$ cat src/rtl/mii_rx_decoder_if.sv
// Signal bundle between an MII receive source and mii_rx_decoder: PHY-side inputs,
// byte stream, end-of-frame status and frame counters.
interface mii_rx_decoder_if;
  logic        enet_rx_dv;
  logic        enet_rx_er;
  logic [3:0]  enet_rx_data;
  logic        i_enable;
  logic        o_valid;
  logic [7:0]  o_data;
  logic        o_sop;
  logic        o_done;
  logic [10:0] o_len;
  logic        o_crc_ok;
  logic [2:0]  o_err_code;
  logic [15:0] o_frames_ok;
  logic [15:0] o_frames_bad;

  modport master (
    output enet_rx_dv, enet_rx_er, enet_rx_data, i_enable,
    input  o_valid, o_data, o_sop, o_done, o_len, o_crc_ok, o_err_code,
    input  o_frames_ok, o_frames_bad
  );

  modport slave (
    input  enet_rx_dv, enet_rx_er, enet_rx_data, i_enable,
    output o_valid, o_data, o_sop, o_done, o_len, o_crc_ok, o_err_code,
    output o_frames_ok, o_frames_bad
  );
endinterface

$ cat src/rtl/mii_rx_decoder.sv
// MII receive decoder: strips preamble/SFD, packs nibbles into bytes, checks CRC-32 and
// reports one status strobe plus good/bad counters per frame. Single clock domain.
module mii_rx_decoder #(
  parameter int unsigned MIN_FRAME    = 64,
  parameter int unsigned MAX_FRAME    = 1522,
  parameter int unsigned MAX_PREAMBLE = 15
) (
  input logic             enet_rx_clk,
  input logic             i_reset,
  mii_rx_decoder_if.slave bus
);

  localparam int unsigned     PreW       = $clog2(MAX_PREAMBLE + 2);
  localparam logic [PreW-1:0] PreMax     = PreW'(MAX_PREAMBLE);
  localparam logic [10:0]     MaxLen     = 11'(MAX_FRAME);
  localparam logic [10:0]     MinLen     = 11'(MIN_FRAME);
  localparam logic [10:0]     LenSat     = 11'h7FF;
  localparam logic [31:0]     CrcInit    = 32'hFFFF_FFFF;
  localparam logic [31:0]     CrcResidue = 32'hDEBB_20E3;

  localparam logic [2:0] ErrOk       = 3'd0;
  localparam logic [2:0] ErrCrc      = 3'd1;
  localparam logic [2:0] ErrAlign    = 3'd2;
  localparam logic [2:0] ErrRxEr     = 3'd3;
  localparam logic [2:0] ErrRunt     = 3'd4;
  localparam logic [2:0] ErrOversize = 3'd5;

  typedef enum logic [1:0] {StDrop, StIdle, StPre, StData} state_e;

  // Reflected CRC-32, byte fed LSB first, no final inversion.
  function automatic logic [31:0] crc_byte(input logic [31:0] crc, input logic [7:0] b);
    logic [31:0] c;
    c = crc ^ {24'h0, b};
    for (int i = 0; i < 8; i++) begin
      c = c[0] ? ((c >> 1) ^ 32'hEDB8_8320) : (c >> 1);
    end
    return c;
  endfunction

  state_e          state_q, state_d;
  logic [PreW-1:0] pre_cnt_q, pre_cnt_d;
  logic            phase_q, phase_d;
  logic [3:0]      low_q, low_d;
  logic [31:0]     crc_q, crc_d;
  logic [10:0]     len_q, len_d;
  logic            first_q, first_d;
  logic            er_seen_q, er_seen_d;

  logic            valid_q, valid_d;
  logic [7:0]      data_q, data_d;
  logic            sop_q, sop_d;
  logic            done_q, done_d;
  logic [10:0]     out_len_q, out_len_d;
  logic            crc_ok_q, crc_ok_d;
  logic [2:0]      err_q, err_d;
  logic [15:0]     ok_cnt_q, ok_cnt_d;
  logic [15:0]     bad_cnt_q, bad_cnt_d;

  logic [7:0]      rx_byte;
  logic            crc_match;
  logic [2:0]      err_code;

  assign rx_byte   = {bus.enet_rx_data, low_q};
  assign crc_match = (crc_q == CrcResidue);

  always_comb begin
    if (er_seen_q) begin
      err_code = ErrRxEr;
    end else if (len_q > MaxLen) begin
      err_code = ErrOversize;
    end else if (phase_q) begin
      err_code = ErrAlign;
    end else if (len_q < MinLen) begin
      err_code = ErrRunt;
    end else if (!crc_match) begin
      err_code = ErrCrc;
    end else begin
      err_code = ErrOk;
    end
  end

  always_comb begin
    state_d   = state_q;
    pre_cnt_d = pre_cnt_q;
    phase_d   = phase_q;
    low_d     = low_q;
    crc_d     = crc_q;
    len_d     = len_q;
    first_d   = first_q;
    er_seen_d = er_seen_q;
    valid_d   = 1'b0;
    sop_d     = 1'b0;
    done_d    = 1'b0;
    data_d    = data_q;
    out_len_d = out_len_q;
    crc_ok_d  = crc_ok_q;
    err_d     = err_q;
    ok_cnt_d  = ok_cnt_q;
    bad_cnt_d = bad_cnt_q;

    unique case (state_q)
      StDrop: begin
        if (!bus.enet_rx_dv) begin
          state_d = StIdle;
        end
      end

      StIdle: begin
        if (bus.enet_rx_dv) begin
          if (bus.enet_rx_data == 4'h5 && !bus.enet_rx_er && bus.i_enable) begin
            state_d   = StPre;
            pre_cnt_d = PreW'(1);
          end else begin
            state_d = StDrop;
          end
        end
      end

      StPre: begin
        if (!bus.enet_rx_dv) begin
          state_d = StIdle;
        end else if (bus.enet_rx_er) begin
          state_d = StDrop;
        end else if (bus.enet_rx_data == 4'h5) begin
          // Count would pass the limit after this nibble.
          if (pre_cnt_q >= PreMax) begin
            state_d = StDrop;
          end else begin
            pre_cnt_d = pre_cnt_q + PreW'(1);
          end
        end else if (bus.enet_rx_data == 4'hD) begin
          state_d   = StData;
          phase_d   = 1'b0;
          crc_d     = CrcInit;
          len_d     = '0;
          first_d   = 1'b1;
          er_seen_d = 1'b0;
        end else begin
          state_d = StDrop;
        end
      end

      StData: begin
        if (bus.enet_rx_dv) begin
          er_seen_d = er_seen_q | bus.enet_rx_er;
          if (!phase_q) begin
            low_d   = bus.enet_rx_data;
            phase_d = 1'b1;
          end else begin
            phase_d = 1'b0;
            crc_d   = crc_byte(crc_q, rx_byte);
            len_d   = (len_q == LenSat) ? len_q : len_q + 11'd1;
            // Bytes past the size limit still count and feed the CRC but are not emitted.
            if (len_q < MaxLen) begin
              valid_d = 1'b1;
              data_d  = rx_byte;
              sop_d   = first_q;
              first_d = 1'b0;
            end
          end
        end else begin
          state_d   = StIdle;
          done_d    = 1'b1;
          out_len_d = len_q;
          crc_ok_d  = crc_match;
          err_d     = err_code;
          if (err_code == ErrOk) begin
            ok_cnt_d = ok_cnt_q + 16'd1;
          end else begin
            bad_cnt_d = bad_cnt_q + 16'd1;
          end
        end
      end

      default: state_d = StDrop;
    endcase
  end

  always_ff @(posedge enet_rx_clk) begin
    if (i_reset) begin
      state_q   <= StDrop;
      pre_cnt_q <= '0;
      phase_q   <= 1'b0;
      low_q     <= '0;
      crc_q     <= '0;
      len_q     <= '0;
      first_q   <= 1'b0;
      er_seen_q <= 1'b0;
      valid_q   <= 1'b0;
      data_q    <= '0;
      sop_q     <= 1'b0;
      done_q    <= 1'b0;
      out_len_q <= '0;
      crc_ok_q  <= 1'b0;
      err_q     <= '0;
      ok_cnt_q  <= '0;
      bad_cnt_q <= '0;
    end else begin
      state_q   <= state_d;
      pre_cnt_q <= pre_cnt_d;
      phase_q   <= phase_d;
      low_q     <= low_d;
      crc_q     <= crc_d;
      len_q     <= len_d;
      first_q   <= first_d;
      er_seen_q <= er_seen_d;
      valid_q   <= valid_d;
      data_q    <= data_d;
      sop_q     <= sop_d;
      done_q    <= done_d;
      out_len_q <= out_len_d;
      crc_ok_q  <= crc_ok_d;
      err_q     <= err_d;
      ok_cnt_q  <= ok_cnt_d;
      bad_cnt_q <= bad_cnt_d;
    end
  end

  assign bus.o_valid      = valid_q;
  assign bus.o_data       = data_q;
  assign bus.o_sop        = sop_q;
  assign bus.o_done       = done_q;
  assign bus.o_len        = out_len_q;
  assign bus.o_crc_ok     = crc_ok_q;
  assign bus.o_err_code   = err_q;
  assign bus.o_frames_ok  = ok_cnt_q;
  assign bus.o_frames_bad = bad_cnt_q;

endmodule
$ cat src/flat_wrapper.sv
// flat-port wrapper written by rule: the top's interface ports become plain ports
module mii_rx_decoder_flat 
#(
  parameter int unsigned MIN_FRAME    = 64,
  parameter int unsigned MAX_FRAME    = 1522,
  parameter int unsigned MAX_PREAMBLE = 15
)
  (enet_rx_clk, i_reset, bus_enet_rx_dv, bus_enet_rx_er, bus_enet_rx_data, bus_i_enable, bus_o_valid, bus_o_data, bus_o_sop, bus_o_done, bus_o_len, bus_o_crc_ok, bus_o_err_code, bus_o_frames_ok, bus_o_frames_bad);
  mii_rx_decoder_if bus_i ();
  input logic enet_rx_clk;
  input logic i_reset;
  input wire logic [$bits(bus_i.enet_rx_dv)-1:0] bus_enet_rx_dv;
  input wire logic [$bits(bus_i.enet_rx_er)-1:0] bus_enet_rx_er;
  input wire logic [$bits(bus_i.enet_rx_data)-1:0] bus_enet_rx_data;
  input wire logic [$bits(bus_i.i_enable)-1:0] bus_i_enable;
  output wire logic [$bits(bus_i.o_valid)-1:0] bus_o_valid;
  output wire logic [$bits(bus_i.o_data)-1:0] bus_o_data;
  output wire logic [$bits(bus_i.o_sop)-1:0] bus_o_sop;
  output wire logic [$bits(bus_i.o_done)-1:0] bus_o_done;
  output wire logic [$bits(bus_i.o_len)-1:0] bus_o_len;
  output wire logic [$bits(bus_i.o_crc_ok)-1:0] bus_o_crc_ok;
  output wire logic [$bits(bus_i.o_err_code)-1:0] bus_o_err_code;
  output wire logic [$bits(bus_i.o_frames_ok)-1:0] bus_o_frames_ok;
  output wire logic [$bits(bus_i.o_frames_bad)-1:0] bus_o_frames_bad;
  assign bus_i.enet_rx_dv = bus_enet_rx_dv;
  assign bus_i.enet_rx_er = bus_enet_rx_er;
  assign bus_i.enet_rx_data = bus_enet_rx_data;
  assign bus_i.i_enable = bus_i_enable;
  assign bus_o_valid = bus_i.o_valid;
  assign bus_o_data = bus_i.o_data;
  assign bus_o_sop = bus_i.o_sop;
  assign bus_o_done = bus_i.o_done;
  assign bus_o_len = bus_i.o_len;
  assign bus_o_crc_ok = bus_i.o_crc_ok;
  assign bus_o_err_code = bus_i.o_err_code;
  assign bus_o_frames_ok = bus_i.o_frames_ok;
  assign bus_o_frames_bad = bus_i.o_frames_bad;
  mii_rx_decoder #(.MIN_FRAME(MIN_FRAME), .MAX_FRAME(MAX_FRAME), .MAX_PREAMBLE(MAX_PREAMBLE)) u_core (.enet_rx_clk(enet_rx_clk), .i_reset(i_reset), .bus(bus_i));
endmodule
$ cat config.mk
export PLATFORM = sky130hd
export DESIGN_NAME = mii_rx_decoder_flat
export DESIGN_NICKNAME = d
export VERILOG_FILES = /design/src/rtl/mii_rx_decoder_if.sv /design/src/rtl/mii_rx_decoder.sv /design/src/flat_wrapper.sv
export SDC_FILE = /design/constraint.sdc
export NUM_CORES = 1
export LEC_CHECK = 0
export ABC_CLOCK_PERIOD_IN_PS = 2200
export BUFFER_PORTS_ARGS = -buffer_cell sky130_fd_sc_hd__buf_4
export CORE_MARGIN = 1
export CORE_UTILIZATION = 45
export DETAILED_ROUTE_END_ITERATION = 8
export GPL_TIMING_DRIVEN = 1
export PLACE_DENSITY = 0.72
export SLEW_MARGIN = 20
export SYNTH_ARGS = -nofsm -noshare
export SYNTH_HDL_FRONTEND = slang
export SYNTH_SLANG_ARGS = --single-unit
$ cat constraint.sdc
create_clock -name enet_rx_clk -period 2.2 [get_ports enet_rx_clk]
set_clock_uncertainty 0.2 [all_clocks]
set_input_delay 0.22 -clock enet_rx_clk [delete_from_list [all_inputs] [get_ports enet_rx_clk]]
set_output_delay 0.22 -clock enet_rx_clk [all_outputs]
set_load 0.05 [all_outputs]
==> metrics.md <==
| Metric | Value |
|---|---|
| Routed wire per std cell | `16.9 um` |
| Delay-heaviest family, CP | `simple AND/OR/NAND/NOR gates` |
| Final HPWL DP | `10900 um` |
| Dpl ws | `-0.237 ns` |
| Root buf cell | `clkbuf_16` |
| Clk Latency, worst-skew pair | `0.42 ns` |
| Distinct cells, synth | `58` |
| RSZ-0062 raised after global routing | `true` |
| Hold Crit Class | `input port to register` |
| Routability cong. | `0.909` |
| CTS Buf Count | `17` |
| Critical path class | `register to register` |
| Total track usage | `0.253` |
| Crit path arrival time | `2.54 ns` |
| PD cells | `640 mW/mm2` |
| Core Util, Final | `0.660` |
| Final Hold Fails | `0` |
| Initial Utilization | `0.462` |
| Pins over their slew limit | `0` |
| Critical path fanouts, max | `12` |
| # IOs | `67` |
| Fmax | `412 MHz` |
| Syn nets | `683` |
| Leading cell types by total area after synthesis | `dfxtp_1 40%, xnor2_1 6.8%, nor2_1 4.8%` |
| Die area | `0.0134 mm2` |
| Reg2reg setup slack | `-0.23 ns` |
| Cell Area, Synth | `0.00583 mm2` |
| Share of the synthesized area in the top cell type | `0.395` |
| Final worst-path cycle share | `1.10` |
| Nets@finish | `834` |
| Slowest stage delay, CP | `0.54 ns` |
| Die Ht | `116 um` |
| Post-synth top area cell | `dfxtp_1` |
| Vias | `5608` |
| Maximum vdd drop | `0.540 mV` |
| Via/cell ratio | `5.61` |
| First-pass GRT wire length | `26200 um` |
| Post-synthesis cell count | `664` |
| Final Instance Area | `0.00832 mm2` |
| FFs w/ async S/R, synth | `0` |
| Post-DP Area | `0.00718 mm2` |
| Crit-path slowest cell | `or4b_4` |
| Clock Pin Slew Worst Setup and Hold Paths | `0.06 ns` |
| Hold Path Sink | `u_core.state_q[1]` |
| Failing checks | `setup timing` |
| Syn-to-layout area delta | `42.8%` |
| Status | `finished with violations` |
| Die W | `116 um` |
| Worst-path cell chain | `or4b_4 > nor4_4 > buf_4 > o2111a_1 > buf_12 > nand3_2 > mux2_4` |
| Overflow after GRT | `0` |
| Hold path startpoint | `bus_i_enable` |
| Reg-to-Reg End | `u_core.bus.o_frames_ok[15]` |
| Port bufs | `66` |
| EDFF count, synth | `0` |
| MaxCap Viol Count | `0` |
| Critical Path RT | `2.31 ns` |
| Share of layout cells above drive strength 1 | `0.352` |
| Main synth FF type | `dfxtp_1` |
| Buf/Inv on CP | `2` |
| Antenna violations before repair | `0` |
| Hold path cells | `4` |
| Htree depth | `4` |
| # DRC | `0` |
| Reg2reg path depth | `7` |
| Synth warn | `0` |
| Final WS setup | `-0.228 ns` |
| Yosys reg bits | `115` |
| Largest net degree at the start of global routing | `39` |
| Crit. End Element | `register` |
| Period minus WS final | `2.43 ns` |
| # rows | `41` |
| Worst R2R Start | `u_core.crc_q[14]` |
| Post-DRT Antenna Nets | `0` |
| Routed WL | `16800 um` |
| Fillers | `983` |
| Initial drt markers | `528` |
| CTS Buffer Depth | `2` |
| TritonCTS clock tree | `built` |
| N_diodes | `0` |
| LEAKAGE | `3.17 nW` |
| Least-Margin Pin Slew | `0.523 ns` |
| First-pass DRT Iterations | `5` |
| Synthesized area per cell | `8.78 um2` |
| Setup violations, final | `33` |
| Vias in the first global route | `5400` |
| Slew headroom | `0.649` |
| CORE AREA | `0.0126 mm2` |
| Register area share after synthesis | `0.395` |
| Clock sink count | `115` |
| Crit start category | `register` |
## synth_stat cells, drive strengths merged (2+ instances only)
cell type / number
dfxtp: 115
nor2: 75
a21oi: 56
xnor2: 50
nand2: 41
clkbuf: 32
nand3: 26
or4: 20
inv: 19
o21ai: 19
xor2: 18
a211oi: 15
mux2i: 15
o31ai: 15
a311oi: 12
buf: 11
nand4: 11
or3: 11
ha: 10
o22ai: 9
and3: 8
nor2b: 8
mux2: 7
nand4b: 6
nor3: 6
nor4: 6
a31o: 5
and2: 5
nand2b: 4
xnor3: 4
a31oi: 3
o2111ai: 3
and4: 2
nand3b: 2
## repair_timing
action,4_1_cts,5_1_grt
hold buffers,6,0
hold endpoints to repair,9,0
gates cloned,2,2
resized for setup,29,50
buffers inserted,5,2
setup endpoints to repair,43,75
pin swaps,12,11
## cells by family (layout without fill, tap and decap cells)
logic type | after synthesis | count (layout) | share of synthesized area
flip-flops | 115 | 115 | 0.395
buffers and inverters | 62 | 225 | 0.0427
AND/OR/NAND/NOR | 238 | 238 | 0.217
adder cells (fa/ha/maj) | 10 | 10 | 0.0215
AO/OA/AOI/OAI | 145 | 145 | 0.159
XOR/XNOR | 72 | 72 | 0.126
multiplexers | 22 | 22 | 0.0393
## per-stage QoR
stage / power, mW / hold WS (ns) / cells / setup TNS, ns
5_1_grt: 5.47 / 0.0321 / 999 / -7.52
3_5_place_dp: 2.41 / 0.249 / 951 / -5.15
4_1_cts: 5.34 / 0.0103 / 995 / -5.47
3_3_place_gp: 2.40 / 0.246 / 951 / -3.61
6_report: 5.33 / 0.0202 / 999 / -5.09
2_1_floorplan: 2.31 / 0.164 / 664 / -1.35
## power by group
part	switching (mW)	internal (mW)	leakage, nW	total, mW
combinational	0.170	0.143	1.94	0.313
clock	1.00	1.91	0.302	2.92
sequential	0.00541	2.09	0.929	2.10
total	1.18	4.15	3.17	5.33
## cell usage in the layout (no fill, tap or decap), types with 7 or more instances in the layout
cell type,synthesis,routed
a21oi_2,0,14
nand4_1,11,11
mux2i_1,15,15
o21ai_0,15,12
dfxtp_1,115,108
clkbuf_16,0,18
or3_1,11,9
xnor2_1,45,43
xor2_1,18,17
and3_1,8,7
or4_4,1,11
nor2_1,75,74
nand2_1,41,41
nor2b_1,8,7
or4_1,19,9
buf_4,3,157
a211oi_1,15,14
inv_1,19,19
o22ai_1,9,8
nand3_1,26,20
a21oi_1,56,42
a311oi_1,12,8
o31ai_1,15,15
dfxtp_2,0,7
## how the worst max path moves through the flow
stage	from	end	slack, ns	depth (start not counted)
floorplan	u_core.pre_cnt_q[0]	u_core.pre_cnt_q[2]	-0.15	8
global placement	u_core.crc_q[14]	u_core.bus.o_frames_ok[15]	-0.19	7
detailed placement	u_core.crc_q[14]	u_core.bus.o_frames_ok[15]	-0.24	7
CTS	u_core.crc_q[14]	u_core.bus.o_frames_ok[15]	-0.23	7
global route	u_core.crc_q[14]	u_core.bus.o_frames_ok[15]	-0.29	7
finish	u_core.crc_q[14]	u_core.bus.o_frames_ok[15]	-0.23	7
## worst register-to-register path, cell delays in order, from the launching register on
cell and delay [ns]:
dfxtp_2 0.32, or4b_4 0.54, nor4_4 0.30, buf_4 0.19
o2111a_1 0.23, buf_12 0.16, nand3_2 0.07, mux2_4 0.31
## state kept, by name, indices dropped and copies added, names as in the netlist, 2 cells and up
| register | count |
|---|---|
| u_core.bus.o_err_code | 3 |
| u_core.bus.o_frames_bad | 16 |
| u_core.bus.o_frames_ok | 16 |
| u_core.bus.o_data | 8 |
| u_core.state_q | 2 |
| u_core.pre_cnt_q | 5 |
| u_core.crc_q | 32 |
| u_core.low_q | 4 |
| u_core.len_q | 11 |
| u_core.bus.o_len | 11 |
## layer usage
layer	global-route usage	vias to the layer above	wire (um)
met5	0	-	0
met4	0.120	0	367
met3	0.0570	30	888
met2	0.431	185	8430
met1	0.304	2698	7160
li1	-	2695	-
## cell type report
cell class | instances | area (um2) | area share
Timing Repair Buffer | 175 | 1420 | 0.171
Inverter | 19 | 71.3 | 0.00857
Multi-Input combinational cell | 487 | 3680 | 0.442
Sequential cell | 115 | 2310 | 0.278
Tap cell | 172 | 215 | 0.0259
Clock buffer | 18 | 439 | 0.0528
Clock inverter | 13 | 185 | 0.0222
Note: power is estimated with default switching activity, not from simulation.
